==> src/rtl/dijkstra_min_queue_if.sv <==
// Handshake bundle between dijkstra_min_queue and its two clients:
// the edge-relaxation engine (upd_*) and the path controller (pop_*/out_*).
// master = client side, slave = the queue itself.
interface dijkstra_min_queue_if #(
    parameter int INDEX_WIDTH = 3,
    parameter int VALUE_WIDTH = 8
);
    logic                   upd_valid;
    logic                   upd_ready;
    logic [INDEX_WIDTH-1:0] upd_index;
    logic [VALUE_WIDTH-1:0] upd_value;
    logic                   pop_valid;
    logic                   pop_ready;
    logic                   out_valid;
    logic [INDEX_WIDTH-1:0] out_index;
    logic [VALUE_WIDTH-1:0] out_value;
    logic                   out_empty;
    logic                   busy;

    modport master (
        output upd_valid, upd_index, upd_value, pop_valid,
        input  upd_ready, pop_ready, out_valid, out_index, out_value, out_empty, busy
    );

    modport slave (
        input  upd_valid, upd_index, upd_value, pop_valid,
        output upd_ready, pop_ready, out_valid, out_index, out_value, out_empty, busy
    );
endinterface

==> src/rtl/dijkstra_min_queue.sv <==
// Indexed min-priority queue for the Dijkstra datapath.
// One distance word and one visited bit per node; relax = decrease-key
// (strictly smaller only), pop = sequential scan of LANES nodes per cycle
// followed by a one-cycle response that retires the winning node.
// Optional: define DIJKSTRA_MIN_QUEUE_REMAINING_EN to add the
// remaining / all_visited unvisited-node counter outputs.
module dijkstra_min_queue #(
    parameter int MAX_NODES   = 8,
    parameter int INDEX_WIDTH = 3,
    parameter int VALUE_WIDTH = 8,
    parameter int LANES       = 2
) (
    input  logic                   clock,
    input  logic                   reset,
    input  logic [INDEX_WIDTH-1:0] src_index,
    dijkstra_min_queue_if.slave    q
`ifdef DIJKSTRA_MIN_QUEUE_REMAINING_EN
    ,
    output logic [INDEX_WIDTH:0]   remaining,
    output logic                   all_visited
`endif
);

    localparam logic [VALUE_WIDTH-1:0] INFINITY = '1;
    localparam logic [INDEX_WIDTH-1:0] STEP     = INDEX_WIDTH'(LANES);
    localparam logic [INDEX_WIDTH-1:0] LAST_PTR = INDEX_WIDTH'(MAX_NODES - LANES);

    typedef enum logic [1:0] {IDLE, SCAN, RESP} state_t;

    state_t                 state_q;
    logic [VALUE_WIDTH-1:0] dist_q [MAX_NODES];
    logic [MAX_NODES-1:0]   visited_q;
    logic [INDEX_WIDTH-1:0] ptr_q;
    logic [VALUE_WIDTH-1:0] best_val_q;
    logic [INDEX_WIDTH-1:0] best_idx_q;
    logic                   out_valid_q;
    logic [INDEX_WIDTH-1:0] out_index_q;
    logic [VALUE_WIDTH-1:0] out_value_q;
    logic                   out_empty_q;

    // Per-lane view of the group currently under the scan pointer.
    logic [INDEX_WIDTH-1:0] lane_idx  [LANES];
    logic [VALUE_WIDTH-1:0] lane_dist [LANES];
    logic [LANES-1:0]       lane_open;

    generate
        for (genvar gi = 0; gi < LANES; gi++) begin : g_lane
            assign lane_idx[gi]  = ptr_q + INDEX_WIDTH'(gi);
            assign lane_dist[gi] = dist_q[lane_idx[gi]];
            assign lane_open[gi] = !visited_q[lane_idx[gi]];
        end
    endgenerate

    logic [VALUE_WIDTH-1:0] scan_val;
    logic [INDEX_WIDTH-1:0] scan_idx;

    // Fold the lanes into the running best; lower lanes first and a strict
    // compare, so ties keep the lower index.
    always_comb begin
        scan_val = best_val_q;
        scan_idx = best_idx_q;
        for (int l = 0; l < LANES; l++) begin
            if (lane_open[l] && (lane_dist[l] < scan_val)) begin
                scan_val = lane_dist[l];
                scan_idx = lane_idx[l];
            end
        end
    end

    logic relax_take;
    assign relax_take = !visited_q[q.upd_index] && (q.upd_value < dist_q[q.upd_index]);

    // Main FSM: relax writes, pop scan, response strobe and node retirement.
    always_ff @(posedge clock) begin
        if (reset) begin
            state_q     <= IDLE;
            ptr_q       <= '0;
            best_val_q  <= INFINITY;
            best_idx_q  <= '0;
            visited_q   <= '0;
            out_valid_q <= 1'b0;
            out_index_q <= '0;
            out_value_q <= '0;
            out_empty_q <= 1'b0;
            for (int i = 0; i < MAX_NODES; i++) begin
                dist_q[i] <= (INDEX_WIDTH'(i) == src_index) ? '0 : INFINITY;
            end
        end else begin
            out_valid_q <= 1'b0;
            case (state_q)
                IDLE: begin
                    if (q.upd_valid && relax_take) begin
                        dist_q[q.upd_index] <= q.upd_value;
                    end
                    if (q.pop_valid && !q.upd_valid) begin
                        state_q    <= SCAN;
                        best_val_q <= INFINITY;
                        best_idx_q <= '0;
                        ptr_q      <= '0;
                    end
                end
                SCAN: begin
                    best_val_q <= scan_val;
                    best_idx_q <= scan_idx;
                    ptr_q      <= ptr_q + STEP;
                    if (ptr_q == LAST_PTR) begin
                        state_q     <= RESP;
                        out_valid_q <= 1'b1;
                        if (scan_val != INFINITY) begin
                            out_index_q <= scan_idx;
                            out_value_q <= scan_val;
                            out_empty_q <= 1'b0;
                        end else begin
                            out_index_q <= '0;
                            out_value_q <= INFINITY;
                            out_empty_q <= 1'b1;
                        end
                    end
                end
                RESP: begin
                    if (!out_empty_q) begin
                        visited_q[best_idx_q] <= 1'b1;
                    end
                    state_q <= IDLE;
                end
                default: state_q <= IDLE;
            endcase
        end
    end

    assign q.upd_ready = (state_q == IDLE);
    assign q.pop_ready = (state_q == IDLE) && !q.upd_valid;
    assign q.out_valid = out_valid_q;
    assign q.out_index = out_index_q;
    assign q.out_value = out_value_q;
    assign q.out_empty = out_empty_q;
    assign q.busy      = (state_q != IDLE);

`ifdef DIJKSTRA_MIN_QUEUE_REMAINING_EN
    logic [INDEX_WIDTH:0] remaining_q;

    // Count unvisited nodes down once per successful extraction, saturating at zero.
    always_ff @(posedge clock) begin
        if (reset) begin
            remaining_q <= (INDEX_WIDTH+1)'(MAX_NODES);
        end else if ((state_q == RESP) && !out_empty_q && (remaining_q != '0)) begin
            remaining_q <= remaining_q - 1'b1;
        end
    end

    assign remaining   = remaining_q;
    assign all_visited = (remaining_q == '0);
`endif

endmodule

==> src/flat_wrapper.sv <==
// flat-port wrapper written by rule: the top's interface ports become plain ports
module dijkstra_min_queue_flat 
#(
    parameter int MAX_NODES   = 8,
    parameter int INDEX_WIDTH = 3,
    parameter int VALUE_WIDTH = 8,
    parameter int LANES       = 2
)
  (clock, reset, src_index, q_upd_valid, q_upd_index, q_upd_value, q_pop_valid, q_upd_ready, q_pop_ready, q_out_valid, q_out_index, q_out_value, q_out_empty, q_busy);
  dijkstra_min_queue_if #(.INDEX_WIDTH(INDEX_WIDTH), .VALUE_WIDTH(VALUE_WIDTH)) q_i ();
  input  logic clock;
  input  logic reset;
  input  logic [INDEX_WIDTH-1:0] src_index;
  input wire logic [$bits(q_i.upd_valid)-1:0] q_upd_valid;
  input wire logic [$bits(q_i.upd_index)-1:0] q_upd_index;
  input wire logic [$bits(q_i.upd_value)-1:0] q_upd_value;
  input wire logic [$bits(q_i.pop_valid)-1:0] q_pop_valid;
  output wire logic [$bits(q_i.upd_ready)-1:0] q_upd_ready;
  output wire logic [$bits(q_i.pop_ready)-1:0] q_pop_ready;
  output wire logic [$bits(q_i.out_valid)-1:0] q_out_valid;
  output wire logic [$bits(q_i.out_index)-1:0] q_out_index;
  output wire logic [$bits(q_i.out_value)-1:0] q_out_value;
  output wire logic [$bits(q_i.out_empty)-1:0] q_out_empty;
  output wire logic [$bits(q_i.busy)-1:0] q_busy;
  assign q_i.upd_valid = q_upd_valid;
  assign q_i.upd_index = q_upd_index;
  assign q_i.upd_value = q_upd_value;
  assign q_i.pop_valid = q_pop_valid;
  assign q_upd_ready = q_i.upd_ready;
  assign q_pop_ready = q_i.pop_ready;
  assign q_out_valid = q_i.out_valid;
  assign q_out_index = q_i.out_index;
  assign q_out_value = q_i.out_value;
  assign q_out_empty = q_i.out_empty;
  assign q_busy = q_i.busy;
  dijkstra_min_queue #(.MAX_NODES(MAX_NODES), .INDEX_WIDTH(INDEX_WIDTH), .VALUE_WIDTH(VALUE_WIDTH), .LANES(LANES)) u_core (.clock(clock), .reset(reset), .src_index(src_index), .q(q_i));
endmodule
==> config.mk <==
export PLATFORM = sky130hd
export DESIGN_NAME = dijkstra_min_queue_flat
export DESIGN_NICKNAME = d
export VERILOG_FILES = /design/src/rtl/dijkstra_min_queue_if.sv /design/src/rtl/dijkstra_min_queue.sv /design/src/flat_wrapper.sv
export SDC_FILE = /design/constraint.sdc
export NUM_CORES = 1
export LEC_CHECK = 0
export CORE_UTILIZATION = 55
export DETAILED_ROUTE_END_ITERATION = 16
export PLACE_DENSITY = 0.84
export SLEW_MARGIN = 20
export SYNTH_ARGS = -nofsm -noshare
export SYNTH_HDL_FRONTEND = slang
export SYNTH_SLANG_ARGS = --single-unit
==> constraint.sdc <==
create_clock -name clock -period 5.2 [get_ports clock]
set_input_delay 1.56 -clock clock [delete_from_list [all_inputs] [get_ports clock]]
set_output_delay 1.56 -clock clock [all_outputs]
set_load 0.01 [all_outputs]
==> impl_metrics.tcl <==
set metrics [dict create \
    r2r_slack_ns 0.28 \
    overflow 0 \
    core.rowCount 40 \
    grt_usage_pct 31.69 \
    grt_pass1_wl_um 30650 \
    hp-class "reg -> reg" \
    crit_path_end "u_core.q.out_index[1]" \
    path_clk_slew_ns 0.07 \
    vias 5702 \
    ys_seq_area_share_pct 38.78 \
    die_h_um 115.0 \
    cts_root_buffer "clkbuf_16" \
    clockBufferDepth 2 \
    crit_required_ns 5.44 \
    status "complete, no violations" \
    ant_nets 0 \
    regArea_sq_um 2724 \
    final_max_slew_viol_count 0 \
    cp.arrival_ns 5.16 \
    first_pass_iters 6 \
    cp_top_family "compound AO/OA/AOI/OAI gates" \
    grt_pass1_vias 5625 \
    cts_made_buffers 9 \
    ff2ff_path_depth 16 \
    first_iter_violations 692 \
    gp_congestion 0.9793 \
    synth_cell_type_count 74 \
    whs_ns 0.4581 \
    area_growth_syn_to_layout_pct 15.08 \
    cts_resized 0 \
    multi_input_area_sq_um 4033 \
    start_util_pct 57.49 \
    dpl.hpwl_um 15220 \
    nFillCells 955 \
    ios 34 \
    critPathLaunchType "flip-flop" \
    synthCells 608 \
    powerDensity_nw_per_um2 363.3 \
    synth_nets 649 \
    cts_tree "done" \
    postCtsSetupBuffers 0 \
    dieArea_sq_um 13220 \
    timing.final.crit_share_pct 94.61 \
    crit_path_end_kind "flip-flop" \
    core_region_area_sq_um 12210 \
    cap_viol_max_count 0 \
    async_flop_share_pct 0 \
    critical_path_class "reg -> reg" \
    hold_viol 0 \
    fmax_ghz 0.2033 \
    worstReg2RegEnd "u_core.q.out_index[1]" \
    tightestPinTransition_ns 0.8131 \
    ys_ff_latch 104 \
    crit_path_cell_trace "mux4_2 -> mux2_2 -> ha_1 -> o21ai_0 -> a2111o_1 -> a21oi_2 -> nor2_4 -> a21oi_1 -> ha_1 -> a21o_1 -> a21o_1 -> a211o_1 -> nor3_1 -> a311oi_2 -> o31ai_2 -> o21ai_0" \
    ys.flop_type "edfxtp_1" \
    io_buffers 33 \
    synth_area_sq_um 7020 \
    layout.cells.non_filler 832 \
    maxSlewHeadroom_pct 45.74 \
    crit_fanout 11 \
    cts.sinks 104 \
    design_area_sq_um 8079 \
    p_leak_nw 2.788 \
    synth-edff-count 64 \
    placedCellCount 816 \
    via_per_inst 6.853 \
    avgSynthCellArea_sq_um 11.55 \
    setup-tns-final_ns 0 \
    ys_warn_count 0 \
    rsz0062_at_grt "false" \
    routed_wl_um 19580 \
    wire_per_inst_um 23.53 \
    cp_num_buf_inv 0 \
    final_nets 700 \
    post_dp_cell_area_sq_um 7769 \
    drive_gt1_share_pct 21.54 \
    ir_drop_v 0.0002715 \
    antenna_found_initial 0 \
    insertion_delay_ns 0.37 \
    cts_max_level 3 \
    setup_viol 0 \
    min_period_ns 4.919 \
    cp.depth 16 \
    cts_hold_buf 0 \
    drcViolationCount 0 \
    grt_max_degree 23 \
    die_w_um 115.0 \
    fin_skew_ns 0.009230 \
    max_stage_delay_ns 0.67 \
    cp_slowest_cell "dfxtp_1" \
    antenna_cells 0 \
]
-- kinds of logic after synthesis --
| family | synth area share [%] |
|---|---|
| muxes | 22.65 |
| xor gates and xnor gates | 0.5169 |
| and+or+nand+nor | 9.910 |
| adders and majority gates | 4.099 |
| buffers and inverters | 4.028 |
| DFF | 38.78 |
| AOI/OAI and AO/OA | 20.01 |
-- cells in the mapped netlist (4+ instances only) --
cell type,count,area [sq um]
nor3b_1,4,30.03
buf_1,15,56.30
dfxtp_1,40,800.8
a21o_1,5,37.54
a21oi_1,33,165.2
nand3_1,20,100.1
buf_2,7,35.03
ha_1,23,287.8
inv_1,20,75.07
o31ai_1,4,30.03
a31oi_1,9,56.30
mux2i_1,25,250.2
o22a_1,6,52.55
mux4_2,39,878.3
mux4_1,9,236.5
edfxtp_1,64,1922
mux2_4,6,90.09
o21ai_1,8,40.04
or3_1,6,37.54
nor2b_1,5,31.28
and3_1,6,37.54
mux2_2,10,112.6
nand2_1,22,82.58
nand4_1,5,31.28
o211ai_1,4,30.03
nor3_1,8,40.04
nand2b_1,8,50.05
nor2_1,34,127.6
o21ai_0,19,95.09
clkbuf_1,17,63.81
o31a_1,16,140.1
o21a_1,53,397.9
-- how the worst min path moves through the flow --
stage,from,endpoint,slack (ns),depth (start not counted)
5_1_grt,u_core.q.out_index[2],u_core.q.out_index[2],0.49,2
4_1_cts,u_core.q.out_index[0],u_core.q.out_index[0],0.46,2
6_report,u_core.q.out_index[0],u_core.q.out_index[0],0.46,2
2_1_floorplan,u_core.best_idx_q[0],u_core.best_idx_q[0],0.45,2
3_5_place_dp,u_core.q.out_index[0],u_core.q.out_index[0],0.45,2
3_3_place_gp,u_core.q.out_index[0],u_core.q.out_index[0],0.45,2
-- final cells by class --
| cell class | count | area share, % |
|---|---|---|
| sequential | 104 | 33.72 |
| clock buffer | 10 | 2.834 |
| multi-input combinational | 439 | 49.91 |
| inverter | 21 | 0.9757 |
| tap | 168 | 2.602 |
| clock inverter | 6 | 0.8208 |
| timing repair buffer | 84 | 9.137 |
-- registers in the layout, indices dropped and copies added, names as in the netlist, named ones only --
signal              flops
u_core.best_idx_q       3
u_core.best_val_q       8
u_core.dist_q          64
u_core.ptr_q            3
u_core.q.out_empty      1
u_core.q.out_index      3
u_core.q.out_valid      1
u_core.q.out_value      8
u_core.state_q          2
u_core.visited_q        8
-- metal layers --
metal | share of wire, % | wire length [um] | GRT usage (%) | vias up
met4 | 4.0 | 791 | 15.76 | 0
met5 | 0 | 0 | 0 | -
li1 | - | - | - | 2507
met3 | 8.2 | 1608 | 7.327 | 58
met2 | 50 | 9861 | 54.30 | 325
met1 | 37 | 7316 | 37.57 | 2812
-- stage by stage --
step	setup slack [ns]	power [mW]	utilization (%)
finish	0.2805	2.935	66.16
global route	0.03174	3.083	66.16
CTS	0.03885	2.897	66.03
detailed placement	0.02975	2.214	63.62
global placement	0.1510	2.168	63.62
floorplan	0.02320	1.879	-
-- worst register-to-register path: stages (launching register included) --
cell and delay [ns]:
dfxtp_1 0.67, mux4_2 0.39, mux2_2 0.32, ha_1 0.27, o21ai_0 0.16, a2111o_1 0.53, a21oi_2 0.22, nor2_4 0.10
a21oi_1 0.22, ha_1 0.29, a21o_1 0.19, a21o_1 0.17, a211o_1 0.33, nor3_1 0.33, a311oi_2 0.11, o31ai_2 0.34
o21ai_0 0.14
-- cells in the final DEF, fill, tap and decap left out, types with 10 or more instances in the layout --
master / netlist / layout
dfxtp_1: 40 / 39
mux2_2: 10 / 10
clkdlybuf4s50_1: 0 / 33
o21a_1: 53 / 53
nand2_1: 22 / 22
inv_1: 20 / 20
o21ai_0: 19 / 18
o31a_1: 16 / 16
ha_1: 23 / 23
nand3_1: 20 / 20
mux4_2: 39 / 39
mux2i_1: 25 / 25
nor2_1: 34 / 34
edfxtp_1: 64 / 64
buf_4: 2 / 49
a21oi_1: 33 / 32
-- power by group --
group / switching [mW] / internal (mW) / total (mW)
combinational: 0.737 / 0.522 / 1.26
sequential: 0.0560 / 0.928 / 0.984
clock: 0.316 / 0.376 / 0.692
total: 1.11 / 1.83 / 2.94
(Power assumes the default switching activity.)
